$ cat config.mk
export PLATFORM = sky130hd
export DESIGN_NAME = sakebi_eth_fcs_appender
export DESIGN_NICKNAME = d
export VERILOG_FILES = /design/src/rtl/sakebi_eth_pkg.sv /design/src/rtl/sakebi_crc32_calculator.sv /design/src/rtl/sakebi_eth_fcs_appender.sv
export SDC_FILE = /design/constraint.sdc
export NUM_CORES = 1
export LEC_CHECK = 0
export CAP_MARGIN = 20
export CORE_ASPECT_RATIO = 0.5
export CORE_MARGIN = 1.5
export CORE_UTILIZATION = 45
export DETAILED_ROUTE_END_ITERATION = 16
export DONT_BUFFER_PORTS = 1
export GPL_ROUTABILITY_DRIVEN = 0
export PLACE_DENSITY = 0.61
export SETUP_SLACK_MARGIN = 0.05
export SYNTH_ARGS = -nofsm -noshare
export SYNTH_HDL_FRONTEND = slang
export SYNTH_SLANG_ARGS = --single-unit
$ cat constraint.sdc
create_clock -name i_clk -period 1.9 [get_ports i_clk]
set_input_delay 0.19 -clock i_clk [delete_from_list [all_inputs] [get_ports i_clk]]
set_output_delay 0.19 -clock i_clk [all_outputs]
set_load 0.1 [all_outputs]
$ cat src/rtl/sakebi_eth_pkg.sv
// Shared constants, FSM state type and bit-reversal helpers for the Ethernet FCS appender.
package sakebi_eth_pkg;

    localparam int          FCS_BYTES  = 4;
    localparam logic [31:0] CRC_POLY   = 32'h04C11DB7;
    localparam logic [31:0] CRC_INIT   = 32'hFFFFFFFF;
    localparam logic [31:0] CRC_XOROUT = 32'hFFFFFFFF;

    typedef enum logic [2:0] {IDLE, LOAD, BODY, FLUSH, FCS} state_t;

    function automatic logic [7:0] rev8(input logic [7:0] b);
        logic [7:0] r;
        for (int i = 0; i < 8; i++) r[i] = b[7-i];
        return r;
    endfunction

    function automatic logic [31:0] rev32(input logic [31:0] w);
        logic [31:0] r;
        for (int i = 0; i < 32; i++) r[i] = w[31-i];
        return r;
    endfunction

endpackage

$ cat src/rtl/sakebi_crc32_calculator.sv
// Registered polynomial-division step: o_crc <= ({R,B} as R*x^8 + B) mod CRC, updated when i_en.
module sakebi_crc32_calculator #(
    parameter int                   DATA_WIDTH = 8,
    parameter int                   CRC_WIDTH  = 32,
    parameter logic [CRC_WIDTH-1:0] CRC        = 32'h04C11DB7
) (
    input  logic                            i_clk,
    input  logic                            i_rst_n,
    input  logic                            i_en,
    input  logic [CRC_WIDTH+DATA_WIDTH-1:0] i_data,
    output logic [CRC_WIDTH-1:0]            o_crc
);

    logic [CRC_WIDTH-1:0] w_next;

    // Shift the message bits in MSB first, reducing whenever x^CRC_WIDTH appears.
    always_comb begin
        w_next = i_data[CRC_WIDTH+DATA_WIDTH-1 -: CRC_WIDTH];
        for (int i = DATA_WIDTH - 1; i >= 0; i--) begin
            if (w_next[CRC_WIDTH-1])
                w_next = {w_next[CRC_WIDTH-2:0], i_data[i]} ^ CRC;
            else
                w_next = {w_next[CRC_WIDTH-2:0], i_data[i]};
        end
    end

    always_ff @(posedge i_clk or negedge i_rst_n) begin
        if (!i_rst_n)  o_crc <= '0;
        else if (i_en) o_crc <= w_next;
    end

endmodule

$ cat src/rtl/sakebi_eth_fcs_appender.sv
// Byte-stream pass-through that drives the CRC calculator and appends the 4-byte IEEE 802.3 FCS.
module sakebi_eth_fcs_appender
    import sakebi_eth_pkg::*;
#(
    parameter int          DATA_WIDTH = 8,
    parameter int          CRC_WIDTH  = 32,
    parameter logic [31:0] CRC        = sakebi_eth_pkg::CRC_POLY,
    parameter logic [31:0] CRC_INIT   = sakebi_eth_pkg::CRC_INIT,
    parameter logic [31:0] CRC_XOROUT = sakebi_eth_pkg::CRC_XOROUT
) (
    input  logic                  i_clk,
    input  logic                  i_rst_n,
    input  logic [DATA_WIDTH-1:0] i_data,
    input  logic                  i_valid,
    input  logic                  i_last,
    output logic                  o_ready,
    output logic [DATA_WIDTH-1:0] o_data,
    output logic                  o_valid,
    output logic                  o_last,
    input  logic                  i_ready,
    output logic                  o_err
);

    state_t      r_state;
    logic [2:0]  r_cnt;
    logic [23:0] r_shift;
    logic [31:0] r_load;
    logic        r_sel_load;
    logic [31:0] r_fcs;
    logic        r_alive;

    logic        w_free;
    logic        w_in_payload;
    logic        w_up_hs;
    logic        w_short;
    logic        w_feed;
    logic [7:0]  w_feed_b;
    logic [31:0] w_crc;
    logic [31:0] w_r;
    logic [31:0] w_fcs;

    assign w_free       = !o_valid || i_ready;
    assign w_in_payload = (r_state == IDLE) || (r_state == LOAD) || (r_state == BODY);
    assign o_ready      = r_alive && w_in_payload && w_free;
    assign w_up_hs      = i_valid && o_ready;
    assign w_short      = i_last && ((r_state == IDLE) || ((r_state == LOAD) && (r_cnt < 3'd3)));
    assign o_err        = w_up_hs && w_short;

    // R lives in the calculator register, except right after the 4-byte init load.
    assign w_r      = r_sel_load ? r_load : w_crc;
    assign w_feed   = ((r_state == BODY) && w_up_hs) || ((r_state == FLUSH) && (r_cnt < 3'd4));
    assign w_feed_b = (r_state == FLUSH) ? 8'h00 : rev8(i_data);
    assign w_fcs    = rev32(w_r) ^ CRC_XOROUT;

    sakebi_crc32_calculator #(
        .DATA_WIDTH (DATA_WIDTH),
        .CRC_WIDTH  (CRC_WIDTH),
        .CRC        (CRC)
    ) u_calc (
        .i_clk   (i_clk),
        .i_rst_n (i_rst_n),
        .i_en    (w_feed),
        .i_data  ({w_r, w_feed_b}),
        .o_crc   (w_crc)
    );

    always_ff @(posedge i_clk or negedge i_rst_n) begin
        if (!i_rst_n) begin
            r_state    <= IDLE;
            r_cnt      <= '0;
            r_shift    <= '0;
            r_load     <= '0;
            r_sel_load <= 1'b0;
            r_fcs      <= '0;
            r_alive    <= 1'b0;
            o_data     <= '0;
            o_valid    <= 1'b0;
            o_last     <= 1'b0;
        end else begin
            r_alive <= 1'b1;
            case (r_state)
                IDLE, LOAD, BODY: begin
                    if (w_up_hs) begin
                        o_data  <= i_data;
                        o_valid <= 1'b1;
                        o_last  <= w_short;
                        r_shift <= {r_shift[15:0], rev8(i_data)};
                        if (r_state == IDLE) begin
                            if (!i_last) begin
                                r_state <= LOAD;
                                r_cnt   <= 3'd1;
                            end
                        end else if (r_state == LOAD) begin
                            if (r_cnt == 3'd3) begin
                                r_load     <= {r_shift, rev8(i_data)} ^ CRC_INIT;
                                r_sel_load <= 1'b1;
                                r_state    <= i_last ? FLUSH : BODY;
                                r_cnt      <= 3'd0;
                            end else if (i_last) begin
                                r_state <= IDLE;
                            end else begin
                                r_cnt <= r_cnt + 3'd1;
                            end
                        end else begin
                            r_sel_load <= 1'b0;
                            if (i_last) begin
                                r_state <= FLUSH;
                                r_cnt   <= 3'd0;
                            end
                        end
                    end else if (i_ready) begin
                        o_valid <= 1'b0;
                        o_last  <= 1'b0;
                    end
                end
                FLUSH: begin
                    if (r_cnt < 3'd4) begin
                        r_cnt      <= r_cnt + 3'd1;
                        r_sel_load <= 1'b0;
                        if (i_ready) begin
                            o_valid <= 1'b0;
                            o_last  <= 1'b0;
                        end
                    end else begin
                        // Settle cycle: R is final; byte 0 goes out now if the output is free.
                        r_state <= FCS;
                        if (w_free) begin
                            o_data  <= w_fcs[7:0];
                            o_valid <= 1'b1;
                            o_last  <= 1'b0;
                            r_fcs   <= {8'h00, w_fcs[31:8]};
                            r_cnt   <= 3'd1;
                        end else begin
                            r_fcs <= w_fcs;
                            r_cnt <= 3'd0;
                        end
                    end
                end
                FCS: begin
                    if (w_free) begin
                        if (r_cnt == 3'(FCS_BYTES)) begin
                            o_valid <= 1'b0;
                            o_last  <= 1'b0;
                            r_state <= IDLE;
                            r_cnt   <= 3'd0;
                        end else begin
                            o_data  <= r_fcs[7:0];
                            o_valid <= 1'b1;
                            o_last  <= (r_cnt == 3'(FCS_BYTES - 1));
                            r_fcs   <= {8'h00, r_fcs[31:8]};
                            r_cnt   <= r_cnt + 3'd1;
                        end
                    end
                end
                default: r_state <= IDLE;
            endcase
        end
    end

endmodule

# Yosys cells after proc, flatten, opt, wreduce, memory -nomap -nowiden
# Index checks and enable logic that the tools add are counted.
# totals
ff_bits	138
output_inout_bits	12
word_cells	135
# op_classes
add_sub_neg	1
n_lt_le_gt_ge	2
eq_ne	20
muxes	63
bitwise_logic	11
n_reduce_logical	27
# op_table
cell	n
2-to-1 mux 27 bit	8
2-to-1 mux 32 bit	5
inverter 14 bit	8
inverter 32 bit	2
case mux 32 bit (2 select lines)	1
2-to-1 mux 3 bit	18
2-to-1 mux 8 bit	6
case mux 8 bit (3 select lines)	1
2-to-1 mux 1 bit	19
case mux 3 bit (3 select lines)	2
inequality test 2 bit (second input constant)	7
inequality test 4 bit (second input constant)	3
AND reduction 6 bit	2
AND reduction 5 bit	2
equality test 3 x 2 -> 1 bit (second input constant)	3
logical AND 1 bit	8
AND reduction 7 bit	1
equality test 3 bit (second input constant)	2
inequality test 3 bit (second input constant)	2
case mux 1 bit (3 select lines)	2
logical OR 1 bit	5
AND reduction 4 bit	1
nonzero test 2 bit	2
adder 3 x 1 -> 3 bit (second input constant)	1
13 further kinds	13

# Longest topological paths before layout
# Gate-level depths: netlist of the first run.
# logic_depth
depth_word	18
ltp_mapped	9
ltp_nobuf	7

# Hierarchy
# Synthesis of the first run repeated with hierarchy kept, for this count alone.
# unflattened
hier_cells	728
hier_area_um2	7385.8
# modules_own_cells
mod	n_inst	cells_per_inst	area_per_inst_um2
sakebi_eth_fcs_appender	1	560	5465.2
sakebi_crc32_calculator	1	168	1920.6

# Worst setup path before layout of the first run
# Ideal clock, no wire load.
# synth_path
path_type	register -> register
startpoint	register o_valid
endpoint	register o_last
t_arrival_ns	2.740
t_required_ns	1.831
path_slack_ns	-0.909
stages_incl_launch_ff	7
n_path_buf	1
period_less_slack_ns	2.809
path_cell_list	dfrtp_1 > nor2b_4 > buf_6 > nor3_4 > o2111a_1 > o32a_1 > mux2_2
# synth_via
elab_chain_cells	6
word_cells_on_any_way	9
cone_classes	eq/ne: 2; mux: 2; reduce/logical: 5
# synth_lines
element	line_no	rtl
from (decl)	sakebi_eth_fcs_appender.sv:18	output logic o_valid,
from (signal assigned)	sakebi_eth_fcs_appender.sv:77	o_valid <= 1'b0;
from (signal assigned)	sakebi_eth_fcs_appender.sv:85	o_valid <= 1'b1;
from (signal assigned)	sakebi_eth_fcs_appender.sv:112	o_valid <= 1'b0;
zero test 1 bit *	sakebi_eth_fcs_appender.sv:42	assign w_free = !o_valid || i_ready;
logical OR 1 bit *	sakebi_eth_fcs_appender.sv:42	
logical AND 1 bit	sakebi_eth_fcs_appender.sv:44	assign o_ready = r_alive && w_in_payload && w_free;
logical AND 1 bit	sakebi_eth_fcs_appender.sv:45	assign w_up_hs = i_valid && o_ready;
2-to-1 mux 1 bit	sakebi_eth_fcs_appender.sv:83	if (w_up_hs) begin
case mux 1 bit (3 select lines)	sakebi_eth_fcs_appender.sv:81	case (r_state)
to (signal assigned)	sakebi_eth_fcs_appender.sv:86	o_last <= w_short;
to (signal assigned)	sakebi_eth_fcs_appender.sv:149	o_last <= (r_cnt == 3'(FCS_BYTES - 1));
to (decl)	sakebi_eth_fcs_appender.sv:19	output logic o_last,
# Mark *: on every way between the ends. The rest lies on a longest branch, timed or not.
# A chain may end at the register's enable or synchronous reset.

# Final worst setup path of the first run
# layout_path
startpoint	register o_valid
endpoint	register r_fcs[24]
# layout_via
elab_chain_cells	5
word_cells_on_any_way	7
cone_classes	eq/ne: 1; mux: 3; reduce/logical: 3
# layout_lines
element	line_no	rtl
zero test 1 bit *	sakebi_eth_fcs_appender.sv:42	
logical OR 1 bit *	sakebi_eth_fcs_appender.sv:42	
2-to-1 mux 32 bit	sakebi_eth_fcs_appender.sv:127	if (w_free) begin
2-to-1 mux 32 bit	sakebi_eth_fcs_appender.sv:117	if (r_cnt < 3'd4) begin
case mux 32 bit (2 select lines)	sakebi_eth_fcs_appender.sv:81	
to (signal assigned)	sakebi_eth_fcs_appender.sv:131	r_fcs <= {8'h00, w_fcs[31:8]};
to (signal assigned)	sakebi_eth_fcs_appender.sv:134	r_fcs <= w_fcs;
to (signal assigned)	sakebi_eth_fcs_appender.sv:150	r_fcs <= {8'h00, r_fcs[31:8]};
to (decl)	sakebi_eth_fcs_appender.sv:29	logic [31:0] r_fcs;
# Mark *: on every way between the ends. The rest lies on a longest branch, timed or not. The select of a mux whose other input is x is not followed.

==> reports/qor.csv, run 1 <==
metric,value,unit
status,"complete, but fails checks",
violated checks,"negative hold slack, negative setup slack",
RSZ-0062 raised after global routing,true,
slowest CP cell,or4_4,
CTS Buffer Depth,2,
Setup Skew,0.0112,ns
worst slew pin tran,0.550,ns
vias in the first global route,6002,
largest net degree at the start of global routing,139,
period utilization,111,%
synthesis-stage register bit count,138,
Post-DP Area,0.00887,mm^2
R2R setup slack,-0.21,ns
Max-Cap Viols,0,
Core ar.,0.0167,mm^2
later-pin clock latency in the skew report,0.43,ns
H-Tree Level Count,4,
fraction of layout cells with a size suffix above 1,36.6,%
FF-to-FF End,r_fcs[24],
multi-input combinational cell area,0.00446,mm^2
Layout Nets,889,
Die Wd,190,um
Post-synth EDFFs,0,
async set-reset flop share out of synthesis,100,%
max_slew headroom,62.3,%
Synth-to-Final Area Change,31.8,%
R2R cell count,6,
Vias,6184,
WL per Instance,19.8,um
worst setup margin,-0.213,ns
sequence of cells on the critical path,nor2b_4 > o31a_1 > or4_4 > buf_8 > nand2_4 > o31ai_4,
Reg-to-Reg Start,o_valid,
fmax,473,MHz
"commonest non-fill, non-tap cell in the layout",dfrtp_1,
Post-Route WL,21900,um
Crit Path Class,reg -> reg,
CTS Buf Count,17,
initial antenna violation count,0,
Worst Path Max Fanout,8,
Final Hold Violating Endpoints,138,
Root Buffer,clkbuf_16,
Yosys top cell by area,dfrtp_1,
CTS tree,done,
Final Util,62.0,%
Synthesized Nets,773,
Initial Util,47.0,%
Tightest Hold Check Type,in -> async,
Crit path largest cell delay,0.70,ns
Residual DRC,0,
Syn. warnings,0,
FILL cells,1337,
port buffer count,0,
WHS,-0.537,ns
Synth Cell Area,0.00786,mm^2
first-pass GRT wire length,33800,um
total iterations of the first detailed-routing run,5,
Synth cell types,59,
hpwl dp,13900,um
Finished Cell Area,0.0104,mm^2
Die Y,96.5,um
most frequent cells in the layout,"dfrtp_1, nand2_1, buf_4, xnor2_1",
Worst Setup Start Kind,flip-flop,
pre-CTS setup slack,-0.166,ns
via-per-instance ratio,5.58,
DIE AREA,0.0183,mm^2
# rows,33,
Antenna Nets Post-Route,0,
number of diodes,0,
I/O Pins,25,
"Reg clk slew, reported paths",0.06,ns
Sink Count,138,
Worst Path Required,2.20,ns
ranking of synthesized cells by area,"dfrtp_1, nand2_1, mux2_2, xnor2_1, mux2i_1",
Post-Syn Area per Cell,10.4,um^2
post-synthesis cell count,755,
Worst Setup End Kind,flip-flop,
Main synth FF type,dfrtp_1,
post-synthesis sequential area ratio,43.9,%
final count of negative-setup-slack endpoints,79,
Post-CTS Hold Buffers,8,
area occupied by registers,0.00346,mm^2
Worst Path Arrival,2.41,ns
Synth top area share,43.9,%
total gr overflow,0,
final-report max-slew violation count,0,
initial DRC count,469,
gr usage total,25.0,%
Tmin final,2.11,ns
registers in the layout (all words and copies together) (netlist names):
name / count
o_data: 8
o_last: 1
o_valid: 1
r_alive: 1
r_cnt: 3
r_fcs: 32
r_load: 32
r_sel_load: 1
r_shift: 24
r_state: 3
u_calc.o_crc: 32
worst max-delay path: cells and delay by family, from the launching register on:
family / cells / cell delay (ns)
DFF: 1 / 0.47
buffers and inverters: 1 / 0.22
and+or+nand+nor: 3 / 0.90
AOI/OAI and AO/OA: 2 / 0.39
timing repair:
| item | in CTS | in global routing |
|---|---|---|
| hold endpoints to repair | 154 | 138 |
| cloned | 4 | 3 |
| setup buffers | 25 | 6 |
| setup endpoints to repair | 97 | 131 |
| pin swaps | 10 | 16 |
| resized for setup | 51 | 48 |
kinds of logic (layout without fill, tap and decap cells):
family / count (synthesis) / count (layout) / share of synthesized area, %
compound gates: 173 / 173 / 13.7
xor+xnor: 83 / 83 / 11.6
fa+ha+maj: 5 / 5 / 0.796
buf+inv: 62 / 188 / 4.34
flops: 138 / 138 / 43.9
mux: 93 / 93 / 14.8
other cells: 1 / 1 / 0.0477
simple gates: 200 / 201 / 10.9
layout make-up:
type / count / area share, %
multi-input cells: 556 / 43.0
repair buffers: 151 / 14.2
well taps: 227 / 2.74
clock inverters: 12 / 2.16
inverters: 7 / 0.254
clock buffers: 18 / 4.14
flip-flops and latches: 138 / 33.4
worst max-delay path by stage:
stage,startpoint,to,slack (ns)
2_1_floorplan,o_valid,o_last,-0.38
3_3_place_gp,u_calc.o_crc[30],u_calc.o_crc[13],-0.1
3_5_place_dp,u_calc.o_crc[30],u_calc.o_crc[13],-0.17
4_1_cts,o_valid,o_err,-0.21
5_1_grt,o_valid,o_err,-0.25
6_report,o_valid,r_fcs[24],-0.21
cell usage after synthesis, types with 7 or more instances:
library cell	count
a21oi_1	43
a22oi_1	8
buf_2	15
buf_6	11
clkbuf_1	26
dfrtp_1	138
inv_1	7
mux2_2	39
mux2i_1	36
mux4_2	12
nand2_1	153
nor2_1	21
o21ai_0	46
o21ai_1	25
o21ai_2	28
xnor2_1	47
xnor3_1	10
xor2_1	22
per-layer routing:
metal	global-route usage [%]	share of wire (%)	wire (um)	vias up
met5	0	0	0	-
met3	5.34	7.0	1540	20
met2	37.9	44	9630	191
met4	5.29	0.84	184	0
li1	-	-	-	2851
met1	36.7	48	10600	3122
stage by stage:
stage,setup TNS (ns),cells
2_1_floorplan,-14.83,755
3_3_place_gp,-1.90,1040
3_5_place_dp,-2.71,1040
4_1_cts,-6.11,1106
5_1_grt,-15.70,1109
6_report,-10.18,1109
Power of run 1 is left out: the tool's default activity adds up to more than one toggle a clock period on the data nets, which glitch-free logic cannot reach.
==> run 2, diff against run 1 <==
--- a/config.mk
+++ b/config.mk
@@ -13,6 +13,7 @@
 export DONT_BUFFER_PORTS = 1
 export GPL_ROUTABILITY_DRIVEN = 0
 export PLACE_DENSITY = 0.61
+export RECOVER_POWER = 25
 export SETUP_SLACK_MARGIN = 0.05
 export SYNTH_ARGS = -nofsm -noshare
 export SYNTH_HDL_FRONTEND = slang
==> results of run 2 <==
The final DEF is identical to that of run 1; final timing and power are the same.
Power of run 2 is left out for the same reason.
